==> config.mk <==
export PLATFORM = sky130hd
export DESIGN_NAME = lstm_seq_ctrl_flat
export DESIGN_NICKNAME = d
export VERILOG_FILES = /design/src/rtl/lstm_seq_ctrl_if.sv /design/src/rtl/lstm_seq_ctrl.sv /design/src/flat_wrapper.sv
export SDC_FILE = /design/constraint.sdc
export NUM_CORES = 1
export LEC_CHECK = 0
export CELL_PAD_IN_SITES_DETAIL_PLACEMENT = 1
export CELL_PAD_IN_SITES_GLOBAL_PLACEMENT = 2
export CORE_MARGIN = 3
export CORE_UTILIZATION = 32
export DETAILED_ROUTE_END_ITERATION = 8
export GPL_TIMING_DRIVEN = 1
export PLACE_DENSITY_LB_ADDON = 0.1
export SETUP_SLACK_MARGIN = 0.4
export SLEW_MARGIN = 30
export SYNTH_ARGS = -nofsm -noshare
export SYNTH_HDL_FRONTEND = slang
export SYNTH_SLANG_ARGS = --single-unit
export TNS_END_PERCENT = 10
==> constraint.sdc <==
create_clock -name clk -period 5.1 [get_ports clk]
set_clock_uncertainty 0.1 [all_clocks]
set_input_delay 1.02 -clock clk [delete_from_list [all_inputs] [get_ports clk]]
set_output_delay 1.02 -clock clk [all_outputs]
set_load 0.05 [all_outputs]
==> src/rtl/lstm_seq_ctrl_if.sv <==
// ============================================================================
// Module   : lstm_seq_ctrl_if
// Brief    : Control bundle between the layer top / cell and lstm_seq_ctrl.
//            The master side drives start/abort/step count; the slave side
//            (the sequencer) drives busy/done and the per-cycle cell strobes.
// Revision : 1.0  initial release
// ============================================================================
`default_nettype none

interface lstm_seq_ctrl_if #(
    parameter int STEP_W = 8,
    parameter int ADDR_W = 10
);
    logic              i_start;
    logic              i_abort;
    logic [STEP_W-1:0] i_steps;
    logic              o_busy;
    logic              o_done;
    logic              o_clr;
    logic              o_acc_x;
    logic              o_acc_h;
    logic [ADDR_W-1:0] o_k;
    logic [ADDR_W-1:0] o_x_addr;
    logic              o_wb;
    logic [STEP_W-1:0] o_t;

    // Requester side: layer top (or a testbench)
    modport master (
        output i_start, i_abort, i_steps,
        input  o_busy, o_done, o_clr, o_acc_x, o_acc_h, o_k, o_x_addr, o_wb, o_t
    );

    // Sequencer side
    modport slave (
        input  i_start, i_abort, i_steps,
        output o_busy, o_done, o_clr, o_acc_x, o_acc_h, o_k, o_x_addr, o_wb, o_t
    );
endinterface

`default_nettype wire

==> src/rtl/lstm_seq_ctrl.sv <==
// ============================================================================
// Module   : lstm_seq_ctrl
// Brief    : Timestep sequencer for one lstm_cell. Per timestep: clear the
//            accumulators, stream max(X_LEN,H_LEN) accumulate cycles, wait
//            LAT cycles for the activation pipeline, then strobe write-back.
//            Pulses done after the last timestep; abort drops to idle at once.
// Revision : 1.0  initial release
// ============================================================================
`default_nettype none

module lstm_seq_ctrl #(
    parameter int X_LEN  = 4,
    parameter int H_LEN  = 4,
    parameter int LAT    = 3,
    parameter int STEP_W = 8,
    parameter int ADDR_W = 10
) (
    input  wire logic          clk,
    input  wire logic          rst,   // synchronous, active-low
    lstm_seq_ctrl_if.slave     bus
);

    // Number of accumulate cycles per timestep
    localparam int c_N      = (X_LEN > H_LEN) ? X_LEN : H_LEN;
    localparam int c_WCNT_W = (LAT > 1) ? $clog2(LAT) : 1;

    localparam logic [ADDR_W-1:0]   c_K_LAST  = ADDR_W'(c_N - 1);
    localparam logic [ADDR_W-1:0]   c_X_LEN_A = ADDR_W'(X_LEN);
    localparam logic [ADDR_W-1:0]   c_H_LEN_A = ADDR_W'(H_LEN);
    localparam logic [c_WCNT_W-1:0] c_W_LAST  = c_WCNT_W'(LAT - 1);

    // State encoding
    localparam logic [2:0] c_ST_IDLE = 3'd0;
    localparam logic [2:0] c_ST_CLR  = 3'd1;
    localparam logic [2:0] c_ST_ACC  = 3'd2;
    localparam logic [2:0] c_ST_WAIT = 3'd3;
    localparam logic [2:0] c_ST_WB   = 3'd4;
    localparam logic [2:0] c_ST_DONE = 3'd5;

    logic [2:0]          r_state;
    logic [ADDR_W-1:0]   r_k;
    logic [c_WCNT_W-1:0] r_wcnt;
    logic [STEP_W-1:0]   r_t;
    logic [STEP_W-1:0]   r_steps;
    logic [ADDR_W-1:0]   r_base;    // t*X_LEN kept incrementally, wraps mod 2^ADDR_W

    logic [2:0]          w_nxt_state;
    logic [ADDR_W-1:0]   w_nxt_k;
    logic [c_WCNT_W-1:0] w_nxt_wcnt;
    logic [STEP_W-1:0]   w_nxt_t;
    logic [STEP_W-1:0]   w_nxt_steps;
    logic [ADDR_W-1:0]   w_nxt_base;

    logic                r_busy, r_done, r_clr, r_acc_x, r_acc_h, r_wb;
    logic [ADDR_W-1:0]   r_k_out, r_x_addr;
    logic [STEP_W-1:0]   r_t_out;

    // Next-state and counter logic; abort overrides every other transition
    always_comb begin
        w_nxt_state = r_state;
        w_nxt_k     = r_k;
        w_nxt_wcnt  = r_wcnt;
        w_nxt_t     = r_t;
        w_nxt_steps = r_steps;
        w_nxt_base  = r_base;
        if (r_state != c_ST_IDLE && bus.i_abort) begin
            w_nxt_state = c_ST_IDLE;
        end else begin
            case (r_state)
                c_ST_IDLE: begin
                    if (bus.i_start && !bus.i_abort) begin
                        w_nxt_steps = bus.i_steps;
                        w_nxt_t     = '0;
                        w_nxt_base  = '0;
                        w_nxt_state = (bus.i_steps != '0) ? c_ST_CLR : c_ST_DONE;
                    end
                end
                c_ST_CLR: begin
                    w_nxt_k     = '0;
                    w_nxt_state = c_ST_ACC;
                end
                c_ST_ACC: begin
                    if (r_k == c_K_LAST) begin
                        w_nxt_wcnt  = '0;
                        w_nxt_state = c_ST_WAIT;
                    end else begin
                        w_nxt_k = r_k + 1'b1;
                    end
                end
                c_ST_WAIT: begin
                    if (r_wcnt == c_W_LAST) begin
                        w_nxt_state = c_ST_WB;
                    end else begin
                        w_nxt_wcnt = r_wcnt + 1'b1;
                    end
                end
                c_ST_WB: begin
                    if (r_t == r_steps - STEP_W'(1)) begin
                        w_nxt_state = c_ST_DONE;
                    end else begin
                        w_nxt_t     = r_t + 1'b1;
                        w_nxt_base  = r_base + c_X_LEN_A;
                        w_nxt_state = c_ST_CLR;
                    end
                end
                c_ST_DONE: begin
                    w_nxt_state = c_ST_IDLE;
                end
                default: begin
                    w_nxt_state = c_ST_IDLE;
                end
            endcase
        end
    end

    // State, counters and registered outputs decoded from the next state
    always_ff @(posedge clk) begin
        if (!rst) begin
            r_state  <= c_ST_IDLE;
            r_k      <= '0;
            r_wcnt   <= '0;
            r_t      <= '0;
            r_steps  <= '0;
            r_base   <= '0;
            r_busy   <= 1'b0;
            r_done   <= 1'b0;
            r_clr    <= 1'b0;
            r_acc_x  <= 1'b0;
            r_acc_h  <= 1'b0;
            r_wb     <= 1'b0;
            r_k_out  <= '0;
            r_x_addr <= '0;
            r_t_out  <= '0;
        end else begin
            r_state  <= w_nxt_state;
            r_k      <= w_nxt_k;
            r_wcnt   <= w_nxt_wcnt;
            r_t      <= w_nxt_t;
            r_steps  <= w_nxt_steps;
            r_base   <= w_nxt_base;
            r_busy   <= (w_nxt_state != c_ST_IDLE);
            r_done   <= (w_nxt_state == c_ST_DONE);
            r_clr    <= (w_nxt_state == c_ST_CLR);
            r_acc_x  <= (w_nxt_state == c_ST_ACC) && (w_nxt_k < c_X_LEN_A);
            r_acc_h  <= (w_nxt_state == c_ST_ACC) && (w_nxt_k < c_H_LEN_A);
            r_wb     <= (w_nxt_state == c_ST_WB);
            r_k_out  <= w_nxt_k;
            r_x_addr <= w_nxt_base + w_nxt_k;
            r_t_out  <= w_nxt_t;
        end
    end

    assign bus.o_busy   = r_busy;
    assign bus.o_done   = r_done;
    assign bus.o_clr    = r_clr;
    assign bus.o_acc_x  = r_acc_x;
    assign bus.o_acc_h  = r_acc_h;
    assign bus.o_wb     = r_wb;
    assign bus.o_k      = r_k_out;
    assign bus.o_x_addr = r_x_addr;
    assign bus.o_t      = r_t_out;

endmodule

`default_nettype wire

==> src/flat_wrapper.sv <==
// flat-port wrapper written by rule: the top's interface ports become plain ports
module lstm_seq_ctrl_flat 
#(
    parameter int X_LEN  = 4,
    parameter int H_LEN  = 4,
    parameter int LAT    = 3,
    parameter int STEP_W = 8,
    parameter int ADDR_W = 10
)
  (clk, rst, bus_i_start, bus_i_abort, bus_i_steps, bus_o_busy, bus_o_done, bus_o_clr, bus_o_acc_x, bus_o_acc_h, bus_o_k, bus_o_x_addr, bus_o_wb, bus_o_t);
  lstm_seq_ctrl_if #(.STEP_W(STEP_W), .ADDR_W(ADDR_W)) bus_i ();
  input  wire logic clk;
  input  wire logic rst;
  input wire logic [$bits(bus_i.i_start)-1:0] bus_i_start;
  input wire logic [$bits(bus_i.i_abort)-1:0] bus_i_abort;
  input wire logic [$bits(bus_i.i_steps)-1:0] bus_i_steps;
  output wire logic [$bits(bus_i.o_busy)-1:0] bus_o_busy;
  output wire logic [$bits(bus_i.o_done)-1:0] bus_o_done;
  output wire logic [$bits(bus_i.o_clr)-1:0] bus_o_clr;
  output wire logic [$bits(bus_i.o_acc_x)-1:0] bus_o_acc_x;
  output wire logic [$bits(bus_i.o_acc_h)-1:0] bus_o_acc_h;
  output wire logic [$bits(bus_i.o_k)-1:0] bus_o_k;
  output wire logic [$bits(bus_i.o_x_addr)-1:0] bus_o_x_addr;
  output wire logic [$bits(bus_i.o_wb)-1:0] bus_o_wb;
  output wire logic [$bits(bus_i.o_t)-1:0] bus_o_t;
  assign bus_i.i_start = bus_i_start;
  assign bus_i.i_abort = bus_i_abort;
  assign bus_i.i_steps = bus_i_steps;
  assign bus_o_busy = bus_i.o_busy;
  assign bus_o_done = bus_i.o_done;
  assign bus_o_clr = bus_i.o_clr;
  assign bus_o_acc_x = bus_i.o_acc_x;
  assign bus_o_acc_h = bus_i.o_acc_h;
  assign bus_o_k = bus_i.o_k;
  assign bus_o_x_addr = bus_i.o_x_addr;
  assign bus_o_wb = bus_i.o_wb;
  assign bus_o_t = bus_i.o_t;
  lstm_seq_ctrl #(.X_LEN(X_LEN), .H_LEN(H_LEN), .LAT(LAT), .STEP_W(STEP_W), .ADDR_W(ADDR_W)) u_core (.clk(clk), .rst(rst), .bus(bus_i));
endmodule
After elaboration in Yosys (flattened, before gate mapping)
Cells that the tools add are included.
- bits in registers: 56
- bits of input ports: 12
- word-level logic and storage cells: 68
- add/subtract/negate cells: 6
- magnitude comparators: 1
- equal/unequal tests: 15
- multiplexer cells: 20
- bitwise gates (word level): 1
- reductions and logical operators: 13
- operators with widths (cell ; count):
    10-bit 2-to-1 mux ; 5
    10-bit one-hot mux with 2 select lines ; 2
    3-bit 2-to-1 mux ; 6
    8-bit 2-to-1 mux ; 2
    8-bit one-hot mux with 2 select lines ; 1
    3-bit one-hot mux with 5 select lines ; 1
    10-bit by 1-bit adder with 10-bit output (second input constant) ; 1
    10-bit adder ; 1
    10-bit by 3-bit adder with 10-bit output (second input constant) ; 1
    10-bit by 2-bit == test with 1-bit output (second input constant) ; 1
    10-bit by 3-bit < comparator with 1-bit output (second input constant) ; 1
    3-bit by 2-bit == test with 1-bit output (second input constant) ; 3
    3-bit == test (second input constant) ; 3
    8-bit by 1-bit adder with 8-bit output (second input constant) ; 1
    8-bit == test ; 1
    4-bit AND reduction ; 2
    8-bit nonzero test ; 1
    8-bit by 1-bit subtractor with 8-bit output (second input constant) ; 1
    3-bit by 1-bit == test with 1-bit output (second input constant) ; 2
    3-bit nonzero test ; 2
    2-bit 2-to-1 mux ; 2
    2-bit by 1-bit inequality test with 1-bit output (second input constant) ; 2
    2-bit inequality test (second input constant) ; 2
    2-bit one-hot mux with 2 select lines ; 1
    other kinds (8) ; 11

Longest topological paths before layout
- word-level depth: 7
- gate-level depth with buffers: 18
- depth with buffers taken out: 17

Worst setup path before layout
Ideal clock, no wire load.
- path type: in2reg
- from: input port bus_i_abort
- to: register u_core.r_x_addr[9] (netlist: u_core.bus.o_x_addr[9])
- setup time: 0.072 ns
- arrival: 3.799 ns
- required time: 4.928 ns
- setup slack: 1.130 ns
- cell stages on the path: 13
- path buffers: 1
- path through: nor2_1 -> and3_1 -> clkbuf_1 -> nor2_1 -> a21oi_1 -> mux2i_1 -> ha_1 -> a41o_1 -> nor4_1 -> o31ai_1 -> xor2_1 -> or2_2 -> mux2i_1
- word-level cells in the longest chain between the ends: 6
- elaborated cells on any way between the ends: 8
- those cells by class: 1 x add/sub; 4 x mux; 3 x reduce/logical
- RTL lines (what ; RTL line ; source):
    start, declared ; flat_wrapper.sv:15 ; input wire logic [$bits(bus_i.i_abort)-1:0] bus_i_abort;
    1-bit logical NOT ; lstm_seq_ctrl.sv:71 ; if (bus.i_start && !bus.i_abort) begin
    1-bit logical AND ; lstm_seq_ctrl.sv:71 ;
    10-bit 2-to-1 mux ; lstm_seq_ctrl.sv:71 ;
    10-bit one-hot mux with 2 select lines ; lstm_seq_ctrl.sv:69 ; case (r_state)
    10-bit 2-to-1 mux * ; lstm_seq_ctrl.sv:66 ; if (r_state != c_ST_IDLE && bus.i_abort) begin
    named net u_core.w_nxt_base[2] ; lstm_seq_ctrl.sv:52 ; logic [ADDR_W-1:0] w_nxt_base;
    10-bit adder * ; lstm_seq_ctrl.sv:148 ; r_x_addr <= w_nxt_base + w_nxt_k;
    end signal, assigned ; lstm_seq_ctrl.sv:148 ;
    end, declared ; lstm_seq_ctrl.sv:55 ; logic [ADDR_W-1:0] r_k_out, r_x_addr;
The timed path passes the listed nets; every way through them passes the cells marked *.
A chain may end at the register's enable or synchronous reset.

Worst setup path after layout
- from: input port bus_i_abort
- to: register u_core.r_x_addr[9] (netlist: u_core.bus.o_x_addr[9])
- elaborated cells on any way between the ends: 8
- those cells by class: 1 x add/sub; 4 x mux; 3 x reduce/logical
- RTL lines (what ; RTL line ; source):
    1-bit logical AND ; lstm_seq_ctrl.sv:66 ;
    10-bit 2-to-1 mux ; lstm_seq_ctrl.sv:66 ;
    named net u_core.w_nxt_k[3] ; lstm_seq_ctrl.sv:48 ; logic [ADDR_W-1:0] w_nxt_k;
    10-bit adder ; lstm_seq_ctrl.sv:148 ;
The timed path passes the listed nets, and every way through them passes these cells.

==> impl_metrics.yaml <==
cts:
  cts.path.max_buffers: 2
  cts.clk_slew.worst_paths_ns: 0.10
  ctsResizeCount: 0
  cts-htree-levels: 2
  post_cts_buffers: 0
  clkLatencyLatePin_ns: 0.32
  postCtsHoldBufs: 0
  cts_buffers: 5
  cts_tree: "done"
  root_buffer: "clkbuf_8"
  cts.sinks: 56
setup_path:
  critPathMaxStageDelay_ns: 0.48
  ff2ff_setup_slack_ns: 0.86
  r2r-start: "u_core.r_steps[0]$_SDFFE_PN0P_"
  worstSetupPathType: "input port to register"
  critPathLaunchType: "input port"
  end_kind: "register"
  reg2reg_depth: 13
  cp.arrival_ns: 4.54
  r2r_end: "u_core.bus.o_x_addr[9]$_SDFF_PN0_"
  critPathMaxFanout: 12
  required_ns: 5.25
  worst_path_max_delay_cell: "or3_1"
  worstPathCellList: "clkdlybuf4s50_1, buf_4, or3_1, a311oi_1, buf_4, a21o_1, nand2_1, nand2_1, ha_1, a21oi_1, nor2_1, nor4_1, o31ai_1, xor2_1, or2_2, mux2i_1"
placed_design:
  place_congestion: 0.7434
  dp_hpwl_mm: 6.889
  port_buffers: 45
worst_hold_path:
  hold_class: "register to register"
  hold_end: "u_core.r_wcnt[1]$_SDFFE_PN0P_"
  hold-path-cell-count: 2
  worstHoldStart: "u_core.r_wcnt[1]$_SDFFE_PN0P_"
pwr:
  internal_power_mw: 0.5835
  seq_power_share_pct: 56.9
  power_leakage_nw: 1.473
  switchingPower_mw: 0.2020
  comb_power_share_pct: 9.7
  p_clk_share_pct: 33.4
  powerDensity_nw_per_um2: 199.1
  swShare_pct: 25.72
  finalPower_mw: 0.7855
  ir_drop_uv: 109.6
floorplanning:
  rows: 36
  pin_count: 46
  die_w_um: 106.8
  die_h_um: 106.8
  start_util_pct: 33.10
  dieArea_sq_um: 11400
  core_area_sq_um: 9819
sta:
  setup_viol_count_final: 0
  max_freq_mhz: 227.7
  max_slew_margin_pct: 51.37
  worst_pin_slew_ns: 0.7271
  rsz0062_at_grt: "false"
  finalSetupTns_ns: 0
  hold_viol: 0
  worst_hold_slack_ns: 0.3791
  layout_min_cycle_time_ns: 4.392
  fin_crit_sh_pct: 86.11
  slew_violations: 0
drt:
  drc: 0
  viasPerCell: 5.134
  drt_iter0_drc: 72
  wl_per_cell_um: 15.73
  num_vias: 2952
  antenna_left: 0
  drtPass1Iterations: 4
  wirelength_mm: 9.043
synth:
  synth_most_common_cell: "nand2_1"
  ys_seq_elements: 56
  seq_area_frac_synth_pct: 34.49
  yosys-top-cells-area: "dfxtp_1 34%, nand2_1 6.7%, ha_1 5.4%"
  synthCells: 399
  yosysUniqueCellTypes: 53
  yosysWarningCount: 0
  synth-async-reset-ratio_pct: 0
  yosys.area.top_type: "dfxtp_1"
  syn-cell-area_sq_um: 3251
  yosys-top-cells-count: "58 x nand2_1, 56 x dfxtp_1, 33 x a21oi_1"
  synth_edf_count: 0
  syn-num-nets: 426
  synth_top_cell_area_share_pct: 34.49
  syn_area_per_cell_sq_um: 8.147
  synth-main-ff-cell: "dfxtp_1"
global_route:
  globalRoute.totalOverflow: 0
  grt_max_degree: 30
  grt_pass1_wl_mm: 15.43
  grt_antenna_before_repair: 0
  grt_pass1_vias: 3050
  grtUsageTotal_pct: 16.71
job:
  maxCapViolations: 0
cells_and_area:
  diodes: 0
  fin_nets: 468
  multi_input_area_sq_um: 1993
  drive_above_1_share_pct: 6.561
  register_area_sq_um: 1121
  area_growth_syn_to_layout_pct: 21.36
  fill_cells: 1229
outcome:
  status: "complete, no violations"
## metal layers
metal,up-vias,wire [um],track usage (%)
met5,-,0,0
met4,0,148,4.475
met3,13,273,3.070
met2,48,4441,29.09
met1,1397,4180,21.18
li1,1494,-,-
## cells in the final DEF (no fill, tap or decap), drive strengths merged, types with 4 or more instances in the layout
cell           count
nor4              10
dfxtp             56
a2111oi            4
a22o               4
buf                9
and2              17
mux2i             10
clkbuf             7
and3               8
ha                14
inv               14
nor3               8
or3                9
a21oi             33
nor2              29
o31ai              4
o21ai             19
clkdlybuf4s50     45
xor2               8
nand2             58
nand3             13
xnor2             15
## worst max path at each step
stage / start / end / slack (ns)
finish: bus_i_abort / u_core.bus.o_x_addr[9]$_SDFF_PN0_ / 0.71
global route: bus_i_abort / u_core.bus.o_x_addr[9]$_SDFF_PN0_ / 0.40
CTS: bus_i_abort / u_core.bus.o_x_addr[9]$_SDFF_PN0_ / 0.71
detailed placement: bus_i_abort / u_core.bus.o_x_addr[9]$_SDFF_PN0_ / 0.36
global placement: bus_i_abort / u_core.bus.o_x_addr[9]$_SDFF_PN0_ / 0.45
floorplan: bus_i_abort / u_core.bus.o_x_addr[9]$_SDFF_PN0_ / 1.13
## worst max-delay path: cells and delay by family
kind | cells | cell delay (ns)
compound gates | 4 | 0.71
xor+xnor | 1 | 0.16
mux | 1 | 0.12
simple gates | 6 | 1.42
fa+ha+maj | 1 | 0.27
buf+inv | 3 | 0.82
## sequential cells by signal (all words and copies together), names as in the netlist, 2 cells and up
name                 cells
u_core.bus.o_x_addr     10
u_core.r_base           10
u_core.r_k              10
u_core.r_steps           8
u_core.r_t               8
u_core.r_state           3
u_core.r_wcnt            2
## through the flow
stage                     cell area [sq um]  setup slack (ns)  cells  utilization, %
after floorplan                        3251             1.130    399               -
after global placement                 3849            0.4536    567           39.19
after detailed placement               3849            0.3614    567           39.19
after CTS                              3943            0.7127    575           40.15
after global routing                   3945            0.4035    575           40.18
final                                  3945            0.7084    575           40.18
## kinds of logic (layout without fill, tap and decap cells)
logic type      count (synthesis)  after routing  share of synthesized area, %
mux                            11             11                         3.426
xor+xnor                       23             23                         6.197
compound gates                 83             83                         17.63
fa+ha+maj                      15             15                         6.005
flops                          56             56                         34.49
simple gates                  178            178                         27.98
buf+inv                        33             76                         4.272
## power groups by stage
stage / Clock (mW) / Sequential [mW] / Combinational [mW]
floorplan: 0 / 0.459 / 0.0455
global route: 0.293 / 0.448 / 0.0860
global placement: 0 / 0.457 / 0.0765
detailed placement: 0 / 0.457 / 0.0774
finish: 0.262 / 0.447 / 0.0766
CTS: 0.277 / 0.447 / 0.0779
## area by class of cell
type	instances	area share (%)
Inverter	14	1.332
Tap cell	133	4.218
Multi-Input combinational cell	310	50.52
Clock buffer	7	2.188
Timing Repair Buffer	54	13.13
Clock inverter	1	0.1903
Sequential cell	56	28.42
(Power assumes the default switching activity.)
